===== config.mk =====
export PLATFORM = sky130hd
export DESIGN_NAME = inst_enc_flat
export DESIGN_NICKNAME = d
export VERILOG_FILES = /design/src/rtl/inst_enc_if.sv /design/src/rtl/inst_enc.sv /design/src/flat_wrapper.sv
export SDC_FILE = /design/constraint.sdc
export NUM_CORES = 1
export LEC_CHECK = 0
export CORE_MARGIN = 5
export CORE_UTILIZATION = 45
export DETAILED_ROUTE_END_ITERATION = 10
export GPL_TIMING_DRIVEN = 0
export PLACE_DENSITY = 0.81
export SYNTH_ARGS = -nofsm -noshare
export SYNTH_HDL_FRONTEND = slang
export SYNTH_SLANG_ARGS = --single-unit

===== constraint.sdc =====
create_clock -name clk -period 2.5 [get_ports clk]
set_input_delay 0.75 -clock clk [delete_from_list [all_inputs] [get_ports clk]]
set_output_delay 0.75 -clock clk [all_outputs]
set_load 0.05 [all_outputs]

===== src/rtl/inst_enc_if.sv =====
// Request/response bundle for the inst_enc instruction encoder.
// The master modport is the requester/consumer; the slave modport is the encoder.
interface inst_enc_if;
  logic        in_valid;
  logic        in_ready;
  logic [1:0]  op;
  logic [63:0] imm;
  logic [4:0]  rn;
  logic [4:0]  rt;
  logic        out_valid;
  logic        out_ready;
  logic [31:0] instr;
  logic        ovf;
  logic        err;
  logic [7:0]  ovf_count;

  modport master (
    output in_valid, op, imm, rn, rt, out_ready,
    input  in_ready, out_valid, instr, ovf, err, ovf_count
  );

  modport slave (
    input  in_valid, op, imm, rn, rt, out_ready,
    output in_ready, out_valid, instr, ovf, err, ovf_count
  );
endinterface


===== src/rtl/inst_enc.sv =====
// LDUR/STUR/CBZ encoder with a 2-entry result FIFO and a saturating overflow counter.
// Define INST_ENC_SAT_EN to clamp out-of-range immediates instead of truncating them.
module inst_enc (
  input  logic       clk,
  input  logic       reset,
  inst_enc_if.slave  bus
);
  localparam logic [10:0] OPC_LDUR = 11'b11111000010;
  localparam logic [10:0] OPC_STUR = 11'b11111000000;
  localparam logic [7:0]  OPC_CBZ  = 8'b10110100;

  // Handshake: a request transfers on a rising edge with in_valid && in_ready;
  // a word transfers on a rising edge with out_valid && out_ready. Held words
  // stay stable until taken, and in_ready never depends on a same-cycle pop.

  logic        ovf9;
  logic        ovf19;
  logic [8:0]  field9;
  logic [18:0] field19;
  logic [31:0] enc_instr;
  logic        enc_ovf;
  logic        enc_err;

  assign ovf9  = (bus.imm[63:8]  != {56{bus.imm[8]}});
  assign ovf19 = (bus.imm[63:18] != {46{bus.imm[18]}});

`ifdef INST_ENC_SAT_EN
  // Clamp toward the sign of the full 64-bit value.
  assign field9  = ovf9  ? (bus.imm[63] ? 9'h100   : 9'h0ff)   : bus.imm[8:0];
  assign field19 = ovf19 ? (bus.imm[63] ? 19'h40000 : 19'h3ffff) : bus.imm[18:0];
`else
  assign field9  = bus.imm[8:0];
  assign field19 = bus.imm[18:0];
`endif

  always_comb begin
    enc_instr = '0;
    enc_ovf   = 1'b0;
    enc_err   = 1'b0;
    case (bus.op)
      2'b00: begin
        enc_instr = {OPC_LDUR, field9, 2'b00, bus.rn, bus.rt};
        enc_ovf   = ovf9;
      end
      2'b01: begin
        enc_instr = {OPC_STUR, field9, 2'b00, bus.rn, bus.rt};
        enc_ovf   = ovf9;
      end
      2'b10: begin
        enc_instr = {OPC_CBZ, field19, bus.rt};
        enc_ovf   = ovf19;
      end
      default: begin
        enc_err = 1'b1;
      end
    endcase
  end

  logic [1:0][33:0] mem;
  logic             wr_ptr;
  logic             rd_ptr;
  logic [1:0]       count;
  logic             ready_en;
  logic             push;
  logic             pop;
  logic [33:0]      head;
  logic [7:0]       ovf_cnt;

  assign head         = mem[rd_ptr];
  assign bus.out_valid = (count != 2'd0);
  assign bus.in_ready  = ready_en && (count != 2'd2);
  assign push         = bus.in_valid && bus.in_ready;
  assign pop          = bus.out_valid && bus.out_ready;

  assign bus.instr     = bus.out_valid ? head[33:2] : 32'h0;
  assign bus.ovf       = bus.out_valid ? head[1]    : 1'b0;
  assign bus.err       = bus.out_valid ? head[0]    : 1'b0;
  assign bus.ovf_count = ovf_cnt;

  // ready_en keeps in_ready low through reset and for the release cycle.
  always_ff @(posedge clk or negedge reset) begin
    if (!reset) begin
      ready_en <= 1'b0;
    end else begin
      ready_en <= 1'b1;
    end
  end

  always_ff @(posedge clk or negedge reset) begin
    if (!reset) begin
      mem    <= '0;
      wr_ptr <= 1'b0;
      rd_ptr <= 1'b0;
      count  <= 2'd0;
    end else begin
      if (push) begin
        mem[wr_ptr] <= {enc_instr, enc_ovf, enc_err};
        wr_ptr      <= ~wr_ptr;
      end
      if (pop) begin
        rd_ptr <= ~rd_ptr;
      end
      case ({push, pop})
        2'b10:   count <= count + 2'd1;
        2'b01:   count <= count - 2'd1;
        default: count <= count;
      endcase
    end
  end

  always_ff @(posedge clk or negedge reset) begin
    if (!reset) begin
      ovf_cnt <= 8'd0;
    end else if (pop && head[1] && (ovf_cnt != 8'hff)) begin
      ovf_cnt <= ovf_cnt + 8'd1;
    end
  end
endmodule


===== src/flat_wrapper.sv =====
// flat-port wrapper written by rule: the top's interface ports become plain ports
module inst_enc_flat 
  (clk, reset, bus_in_valid, bus_op, bus_imm, bus_rn, bus_rt, bus_out_ready, bus_in_ready, bus_out_valid, bus_instr, bus_ovf, bus_err, bus_ovf_count);
  inst_enc_if bus_i ();
  input  logic clk;
  input  logic reset;
  input wire logic [$bits(bus_i.in_valid)-1:0] bus_in_valid;
  input wire logic [$bits(bus_i.op)-1:0] bus_op;
  input wire logic [$bits(bus_i.imm)-1:0] bus_imm;
  input wire logic [$bits(bus_i.rn)-1:0] bus_rn;
  input wire logic [$bits(bus_i.rt)-1:0] bus_rt;
  input wire logic [$bits(bus_i.out_ready)-1:0] bus_out_ready;
  output wire logic [$bits(bus_i.in_ready)-1:0] bus_in_ready;
  output wire logic [$bits(bus_i.out_valid)-1:0] bus_out_valid;
  output wire logic [$bits(bus_i.instr)-1:0] bus_instr;
  output wire logic [$bits(bus_i.ovf)-1:0] bus_ovf;
  output wire logic [$bits(bus_i.err)-1:0] bus_err;
  output wire logic [$bits(bus_i.ovf_count)-1:0] bus_ovf_count;
  assign bus_i.in_valid = bus_in_valid;
  assign bus_i.op = bus_op;
  assign bus_i.imm = bus_imm;
  assign bus_i.rn = bus_rn;
  assign bus_i.rt = bus_rt;
  assign bus_i.out_ready = bus_out_ready;
  assign bus_in_ready = bus_i.in_ready;
  assign bus_out_valid = bus_i.out_valid;
  assign bus_instr = bus_i.instr;
  assign bus_ovf = bus_i.ovf;
  assign bus_err = bus_i.err;
  assign bus_ovf_count = bus_i.ovf_count;
  inst_enc u_core (.clk(clk), .reset(reset), .bus(bus_i));
endmodule

Word-level counts from Yosys, hierarchy flattened
Cells that the tools add are included.
{ "totals": {"ff_bits": 81, "elab_cells": 46} }
{ "classes": {"add_sub_neg": 3, "magnitude_cmp": 3, "eq_ne": 8, "muxes": 12, "n_bitwise": 2, "reduce_logical": 11} }
{ "op_table": {"columns": ["cell", "count"], "rows": [
  ["$mux W34", 3],
  ["$pmux W32 S3", 1],
  ["$bwmux W68", 1],
  ["$ne A55 B55 Y1", 1],
  ["$ne A45 B45 Y1", 1],
  ["$demux W34 S1", 1],
  ["$mux W32", 1],
  ["$add A8 B1 Y8 const B", 1],
  ["$ne A8 B8 Y1 const B", 1],
  ["$logic_and A1 B1 Y1", 6],
  ["$eq A2 B1 Y1 const B", 2],
  ["$eq A2 B2 Y1 const B", 2],
  ["$lt A1 B2 Y1 const B", 2],
  ["$pmux W2 S2", 1],
  ["$reduce_bool A2 Y1", 2],
  ["$mux W1", 3],
  ["$reduce_or A3 Y1", 1],
  ["$add A2 B1 Y2 const B", 1],
  ["$logic_not A2 Y1", 1],
  ["$ne A2 B2 Y1 const B", 1],
  ["$not A1 Y1", 2],
  ["$pmux W1 S2", 1],
  ["$reduce_or A2 Y1", 1],
  ["$sub A2 B1 Y2 const B", 1],
  ["$ge A1 B1 Y1 const B", 1]
]} }

Depth between registers and ports, before layout
Gate-level depths: netlist of the first run.
{ "logic_depth": {"depth_word": 5, "mapped_depth": 8} }

Least setup slack after synthesis of the first run
OpenSTA, ideal clock, no wires.
{ "synth_timing": {"kind": "register to output", "start": "reg u_core.rd_ptr", "end": "out bus_instr[29]", "t_arrival_ns": 2.146, "t_required_ns": 1.750, "path_slack_ns": -0.396, "stages_incl_launch_ff": 7, "cell_sequence": "dfrtp_1 clkbuf_1 buf_2 buf_2 mux2i_1 nor2_1 buf_4"} }
{ "synth_via": {"elab_chain_cells": 3} }
{ "synth_rtl": {"columns": ["item", "line_no", "text"], "rows": [
  ["start: declaration", "inst_enc.sv:61", "logic rd_ptr;"],
  ["start signal: assignment", "inst_enc.sv:101", "rd_ptr <= ~rd_ptr;"],
  ["$mux W34 (implied by the code) (2 in series)", "inst_enc.sv:69", "assign head = mem[rd_ptr];"],
  ["$mux W32", "inst_enc.sv:75", "assign bus.instr = bus.out_valid ? head[33:2] : 32'h0;"],
  ["end: declaration", "flat_wrapper.sv:15", "output wire logic [$bits(bus_i.instr)-1:0] bus_instr;"]
]} }
Every way passes these cells. The select of a mux whose other input is x is not followed.

Worst setup path after layout of the first run
{ "layout_timing": {"start": "in bus_imm[50]", "end": "reg u_core.mem[35] in the netlist's numbering"} }
{ "layout_via": {"elab_chain_cells": 3, "word_cells_on_any_way": 4} }
{ "layout_rtl": {"columns": ["item", "line_no", "text"], "rows": [
  ["start: declaration", "flat_wrapper.sv:9", "input wire logic [$bits(bus_i.imm)-1:0] bus_imm;"],
  ["$ne A55 B55 Y1 / $ne A45 B45 Y1 (equally long branches)", "inst_enc.sv:24, inst_enc.sv:25", null],
  ["$pmux W1 S2 *", "inst_enc.sv:40", "case (bus.op)"],
  ["$bwmux W68 *", "inst_enc.sv:97", "mem[wr_ptr] <= {enc_instr, enc_ovf, enc_err};"],
  ["end signal: indexed assignment", "inst_enc.sv:97", null],
  ["end: declaration", "inst_enc.sv:59", "logic [1:0][33:0] mem;"]
]} }
Mark *: on every way between the ends. The rest lies on a longest branch, timed or not.
A chain may end at the register's enable or synchronous reset.

==> results of run 1 <==
## per-layer routing
metal	GRT usage (%)	part of all wire, %
met2	37.2	52
met3	5.19	7.1
met4	8.08	1.6
met1	26.6	40
met5	0	0
## cell type report
type / count / area [um^2]
buffer: 28 / 184
fill: 665 / 2710
clock inverter: 6 / 86.3
timing repair buffer: 125 / 1160
sequential: 71 / 1780
tap: 105 / 131
inverter: 5 / 18.8
multi-input combinational: 309 / 1890
clock buffer: 9 / 124
## metrics by stage
step | cell area, um^2 | hold WS, ns
3_5_place_dp | 5040 | 0.469
6_report | 5380 | 0.483
5_1_grt | 5380 | 0.498
2_1_floorplan | 3700 | 0.449
4_1_cts | 5290 | 0.486
3_3_place_gp | 5050 | 0.460
## state kept, by name, indices dropped and copies added, names as in the netlist
| register | flops |
|---|---|
| u_core.bus.ovf_count | 8 |
| u_core.count | 2 |
| u_core.mem | 58 |
| u_core.rd_ptr | 1 |
| u_core.ready_en | 1 |
| u_core.wr_ptr | 1 |
## cell usage after synthesis, drive strengths merged
cell type	count	area (um^2)
ha	2	25.0
clkbuf	16	60.1
o211ai	1	7.51
buf	13	77.6
or4	2	18.8
or3	3	18.8
a2bb2oi	1	8.76
nor2b	16	100
a21oi	16	80.1
nand4	13	81.3
nand2	72	270
mux2	4	45.0
o22ai	1	6.26
xor2	5	43.8
a21boi	1	7.51
xnor2	6	52.6
nor4	14	100
nand3	10	50.1
and3	2	12.5
o21ai	52	260
and4	1	8.76
a31oi	2	12.5
nand2b	1	6.26
mux2i	30	300
or3b	1	8.76
nor3	12	60.1
a211oi	1	7.51
conb	2	7.51
inv	5	18.8
nor2	34	128
or2	1	6.26
dfrtp	71	1780
a211o	2	17.5
## cell families (layout without fill, tap and decap cells)
| kind of cell | after synthesis | after routing | synth area share, % |
|---|---|---|---|
| other cells | 2 | 3 | 0.204 |
| fa+ha+maj | 2 | 2 | 0.679 |
| xor+xnor | 11 | 11 | 2.61 |
| flops | 71 | 71 | 48.2 |
| compound gates | 77 | 77 | 11.1 |
| simple gates | 182 | 182 | 23.6 |
| mux | 34 | 34 | 9.37 |
| buf+inv | 34 | 173 | 4.24 |
## report_power, final
part | internal, W | leakage [nW] | switching [W]
sequential | 0.00164 | 0.904 | 0.000327
clock | 0.000554 | 0.105 | 0.000429
combinational | 0.00128 | 1.39 | 0.00245
total | 0.00347 | 2.40 | 0.00321
## path summary, 6_finish.rpt
kind	endpoint	depth (start not counted)
max in group asynchronous	u_core.count[1]$_DFFE_PN0P_	1
max reg2reg	u_core.mem[18]$_DFFE_PN0P_	8
min	u_core.mem[22]$_DFFE_PN0P_	2
min reg2reg	u_core.mem[22]$_DFFE_PN0P_	2
min in group asynchronous	u_core.mem[55]$_DFFE_PN0P_	1
max	u_core.mem[35]$_DFFE_PN0P_	7
## what timing repair did
item | 4_1_cts | 5_1_grt
hold endpoints to repair | 0 | 0
setup endpoints to repair | 36 | 21
pin swaps | 4 | 11
gates resized for setup | 140 | 42
buffers inserted | 1 | 3
## tightest hold or removal path: stages (launching register included)
cell and delay [ns]:
sky130_fd_sc_hd__dfrtp_1 0.35, sky130_fd_sc_hd__nand2_1 0.05, sky130_fd_sc_hd__o21ai_0 0.06
==> impl_metrics.ini, run 1 <==
[worst_setup_path]
regToRegStartpoint = u_core.count[0]$_DFFE_PN0P_
flop_to_flop_setup_slack_ns = 0.47
crit_start = bus_imm[50]
critPathTopFamily = simple AND/OR/NAND/NOR gates
startpoint_type = input pin
timing.critical_path.cells = clkdlybuf4s50_1, nor4_1, and4_1, or3b_4, a211oi_4, nor3_1, a211o_1
critical-path-max-stage-delay_ns = 0.43
required_ns = 2.73
worst-path-max-fanout = 2
worst-endpoint-arrival_ns = 2.70
critPathSlowestCell = sky130_fd_sc_hd__clkdlybuf4s50_1
cp-end-kind = register
critPathBufInv = 1
worst-setup-path-type = input pin to register

[finish]
final_core_util_pct = 66.5
final_cell_mix = 81 x sky130_fd_sc_hd__clkdlybuf4s50_1, 72 x sky130_fd_sc_hd__nand2_1, 69 x sky130_fd_sc_hd__dfrtp_1, 52 x sky130_fd_sc_hd__o21ai_0, 31 x sky130_fd_sc_hd__nor2_1
post_layout_nonfiller_instances = 658
mostFrequentLayoutCell = sky130_fd_sc_hd__clkdlybuf4s50_1
finish.net_count = 631
diodes = 0
area_growth_syn_to_layout_pct = 46.0
post_route_cells_drive_above_1_share_pct = 17.0

[detailed_routing]
drtIter0Drc = 241
drt_drc_violations_left = 0
wire_per_inst_um = 16.6
num_vias = 3611
detailed_routing_iterations_pass_1 = 5
avgViaCountPerCell = 5.49
postRouteWirelength_um = 10900
route.antenna.remaining_nets = 0

[placed_design]
finalWeightedCongestion = 0.896
place_ws_ns = -0.744
post-dp-hpwl_um = 8040
placedCellCount = 640
place.port_buffers = 121

[timing]
rsz0062_at_grt = yes
skew_ns = 0.00972
post-route-period-util_pct = 99.2
timing_worst_slew_pin_value_ns = 0.866
layout_min_cycle_time_ns = 2.48
report.final.slew_viol_count = 0
setup_tns_ns = 0
final_critical_path_setup_slack_ns = 0.0203
fmax_mhz = 403
relSlewSlack_pct = 42.3
finalSetupViolCount = 0
final-hold-violation-count = 0

[power_and_ir_drop]
peakVddDrop_v = 0.000496
p_total_w = 0.00668
powerDensity_mw_per_mm2 = 1240
leakage_nw = 2.40

[synthesis]
postSynthRegisterBits = 71
syn-mean-instance-area_um2 = 8.92
yosys.cell_types.count = 37
cell_area_synth_mm2 = 0.00368
synth.yosys.seq_area_share_pct = 48.2
yosysWarningCount = 0
postSynthCellCount = 413

[global_route]
globalRoute.totalOverflow = 0
grt_start_max_net_pins = 72
grt_pass1_wl_um = 17400
grt.total_usage_pct = 21.7
vias_in_the_first_global_route = 3657
antenna_found_initial = 0

[cts]
numCtsBuffers = 9
clock-sinks = 71
count_of_hold_buffers_inserted_by_post_cts_repair = 0
clk-insertion-delay-late_ns = 0.34
cts.htree.levels = 3
tritoncts = done
clkTransAtPathRegs_ns = 0.07
cts_root_buf = sky130_fd_sc_hd__clkbuf_8
clk_path_buf_depth = 2

[hold_path]
hold_path_class = register to register
hold_path.startpoint = u_core.mem[22]$_DFFE_PN0P_

[floorplan]
design.portCount = 124
coreArea_mm2 = 0.00809
initial_utilization_pct = 45.5
fp.dieH_um = 100
dieArea_mm2 = 0.0101
chipWidth_um = 100
num_rows = 33

[flow_run]
cap_viol_max_count = 0

[outcome]
status = finished clean
Power figures use the tool's default switching activity.
==> run 2: changes to the inputs <==
clock period = 2.4 ns   (was 2.5 ns; I/O delays follow)
==> run 2 against run 1 <==
Effect of this change: flip-flop and latch count is the same; sequential share of layout area shrank 0.60 points; combinational power grew 10%; non-clock buffer count grew 9; register-to-register slack lost 0.21 ns; clock power shrank 5.5%; wire length shrank 0.32%; global-route usage is essentially flat; clock-buffer cell count grew 2; sequential power grew 4%; critical endpoint is now bus_instr[12]; first-iteration DRC count shrank 5.4%.
==> impl_metrics.ini, run 2 (synthesized netlist as in run 1, its figures left out) <==
[outcome]
status = finished clean

[finish]
diodes = 0
post_route_cells_drive_above_1_share_pct = 21.0
final_cell_mix = 72 x sky130_fd_sc_hd__nand2_1, 70 x sky130_fd_sc_hd__dfrtp_1, 59 x sky130_fd_sc_hd__clkdlybuf4s50_1, 52 x sky130_fd_sc_hd__o21ai_0, 28 x sky130_fd_sc_hd__mux2i_1
area_growth_syn_to_layout_pct = 48.6
max_reg_flops = 58
largest-register = u_core.mem
finish.net_count = 640
final_core_util_pct = 67.7
mostFrequentLayoutCell = sky130_fd_sc_hd__nand2_1

[timing]
timing_worst_slew_pin_value_ns = 0.865
rsz0062_at_grt = yes
final_critical_path_setup_slack_ns = 0.0446
skew_ns = 0.00949
setup_tns_ns = 0
post-route-period-util_pct = 98.1
finalSetupViolCount = 0
fmax_mhz = 425
report.final.slew_viol_count = 0
final-hold-violation-count = 0
layout_min_cycle_time_ns = 2.36
relSlewSlack_pct = 42.3

[floorplan]
coreArea_mm2 = 0.00809
initial_utilization_pct = 45.5
dieArea_mm2 = 0.0101
num_rows = 33
fp.dieH_um = 100
design.portCount = 124
chipWidth_um = 100

[cts]
cts.htree.levels = 3
numCtsBuffers = 9
clk-insertion-delay-late_ns = 0.35
tritoncts = done
clkTransAtPathRegs_ns = 0.07
cts_root_buf = sky130_fd_sc_hd__clkbuf_8
clk_path_buf_depth = 2
count_of_hold_buffers_inserted_by_post_cts_repair = 0
clock-sinks = 71

[detailed_routing]
route.antenna.remaining_nets = 0
wire_per_inst_um = 16.3
num_vias = 3594
drtIter0Drc = 228
drt_drc_violations_left = 0
detailed_routing_iterations_pass_1 = 4
avgViaCountPerCell = 5.38
postRouteWirelength_um = 10900

[worst_setup_path]
critPathSlowestCell = sky130_fd_sc_hd__dfrtp_1
regToRegStartpoint = u_core.count[0]$_DFFE_PN0P_
timing.critical_path.cells = buf_6, mux2i_1, nor2_2, clkdlybuf4s15_2
critPathTopFamily = buffers and inverters
startpoint_type = register
worst-setup-path-type = register to primary output
worst-endpoint-arrival_ns = 1.64
required_ns = 1.68
reg2reg_to = u_core.mem[21]$_DFFE_PN0P_
critical-path-max-stage-delay_ns = 0.43
flop_to_flop_setup_slack_ns = 0.26
worst-path-max-fanout = 10
cp-end-kind = primary output
critPathBufInv = 2
timing.reg2reg.worst_path_depth = 9

[power_and_ir_drop]
powerDensity_mw_per_mm2 = 1300
leakage_nw = 2.50
peakVddDrop_v = 0.000821

[hold_path]
hold_path_class = input pin to asynchronous set/reset pin

[global_route]
globalRoute.totalOverflow = 0
grt_start_max_net_pins = 72
grt_pass1_wl_um = 17400
grt.total_usage_pct = 21.8
antenna_found_initial = 0
vias_in_the_first_global_route = 3673

[placed_design]
place_ws_ns = -0.745
place.port_buffers = 121
post-dp-hpwl_um = 7850
finalWeightedCongestion = 0.805

[flow_run]
cap_viol_max_count = 0
==> run 2: routing by layer <==
| metal | track usage [%] | part of all wire, % | up-vias |
|---|---|---|---|
| li1 | - | - | 1715 |
| met5 | 0 | 0 | - |
| met2 | 35.9 | 50 | 139 |
| met3 | 6.16 | 8.3 | 13 |
| met4 | 7.05 | 1.1 | 0 |
| met1 | 27.7 | 40 | 1727 |
==> run 2: power breakdown <==
group          internal [W]  switching, W  total (W)  leakage, nW
logic               0.00147       0.00265    0.00412         1.50
clock network      0.000480      0.000449   0.000929       0.0895
registers           0.00171      0.000344    0.00205        0.905
total               0.00366       0.00345    0.00710         2.50
==> run 2: worst reg2reg max path, cell delays in order, from the launching register on <==
cell	delay, ns
sky130_fd_sc_hd__dfrtp_2	0.41
sky130_fd_sc_hd__buf_4	0.13
sky130_fd_sc_hd__inv_1	0.03
sky130_fd_sc_hd__a21boi_1	0.21
sky130_fd_sc_hd__nand2_1	0.13
sky130_fd_sc_hd__or2_2	0.34
sky130_fd_sc_hd__buf_2	0.21
sky130_fd_sc_hd__clkbuf_1	0.27
sky130_fd_sc_hd__nand2_1	0.15
sky130_fd_sc_hd__o21ai_0	0.11
==> run 2: worst max path at each step <==
| stage | cells after the start | startpoint | endpoint | slack (ns) |
|---|---|---|---|---|
| after floorplan | 8 | u_core.count[0]$_DFFE_PN0P_ | u_core.mem[32]$_DFFE_PN0P_ | 0.01 |
| after global placement | 1 | reset | u_core.mem[51]$_DFFE_PN0P_ | -1.65 |
| after detailed placement | 6 | u_core.count[0]$_DFFE_PN0P_ | bus_instr[30] | -0.75 |
| after CTS | 4 | u_core.rd_ptr$_DFFE_PN0P_ | bus_instr[12] | -0.01 |
| after global routing | 6 | u_core.rd_ptr$_DFFE_PN0P_ | bus_instr[30] | -0.03 |
| final | 4 | u_core.rd_ptr$_DFFE_PN0P_ | bus_instr[12] | 0.04 |
==> run 2: timing repair <==
item,in CTS,in global routing
buffers inserted,10,2
gates resized for setup,187,61
setup endpoints to repair,37,37
gates cloned,0,1
pin swaps,22,13
hold endpoints to repair,0,0
==> run 2: layout make-up <==
| type | instances | area (um^2) |
|---|---|---|
| clock buffer | 11 | 131 |
| sequential | 71 | 1780 |
| tap | 105 | 131 |
| buffer | 28 | 211 |
| multi-input combinational | 309 | 1940 |
| timing repair buffer | 134 | 1210 |
| fill | 655 | 2620 |
| inverter | 5 | 18.8 |
| clock inverter | 5 | 58.8 |
==> run 2: metrics by stage <==
step / area, um^2 / total power [W] / instances / hold WS, ns
3_3_place_gp: 5080 / 0.00593 / 640 / 0.460
2_1_floorplan: 3730 / 0.00470 / 414 / 0.424
6_report: 5480 / 0.00710 / 668 / 0.481
4_1_cts: 5430 / 0.00704 / 665 / 0.486
3_5_place_dp: 5070 / 0.00603 / 640 / 0.470
5_1_grt: 5480 / 0.00751 / 668 / 0.502
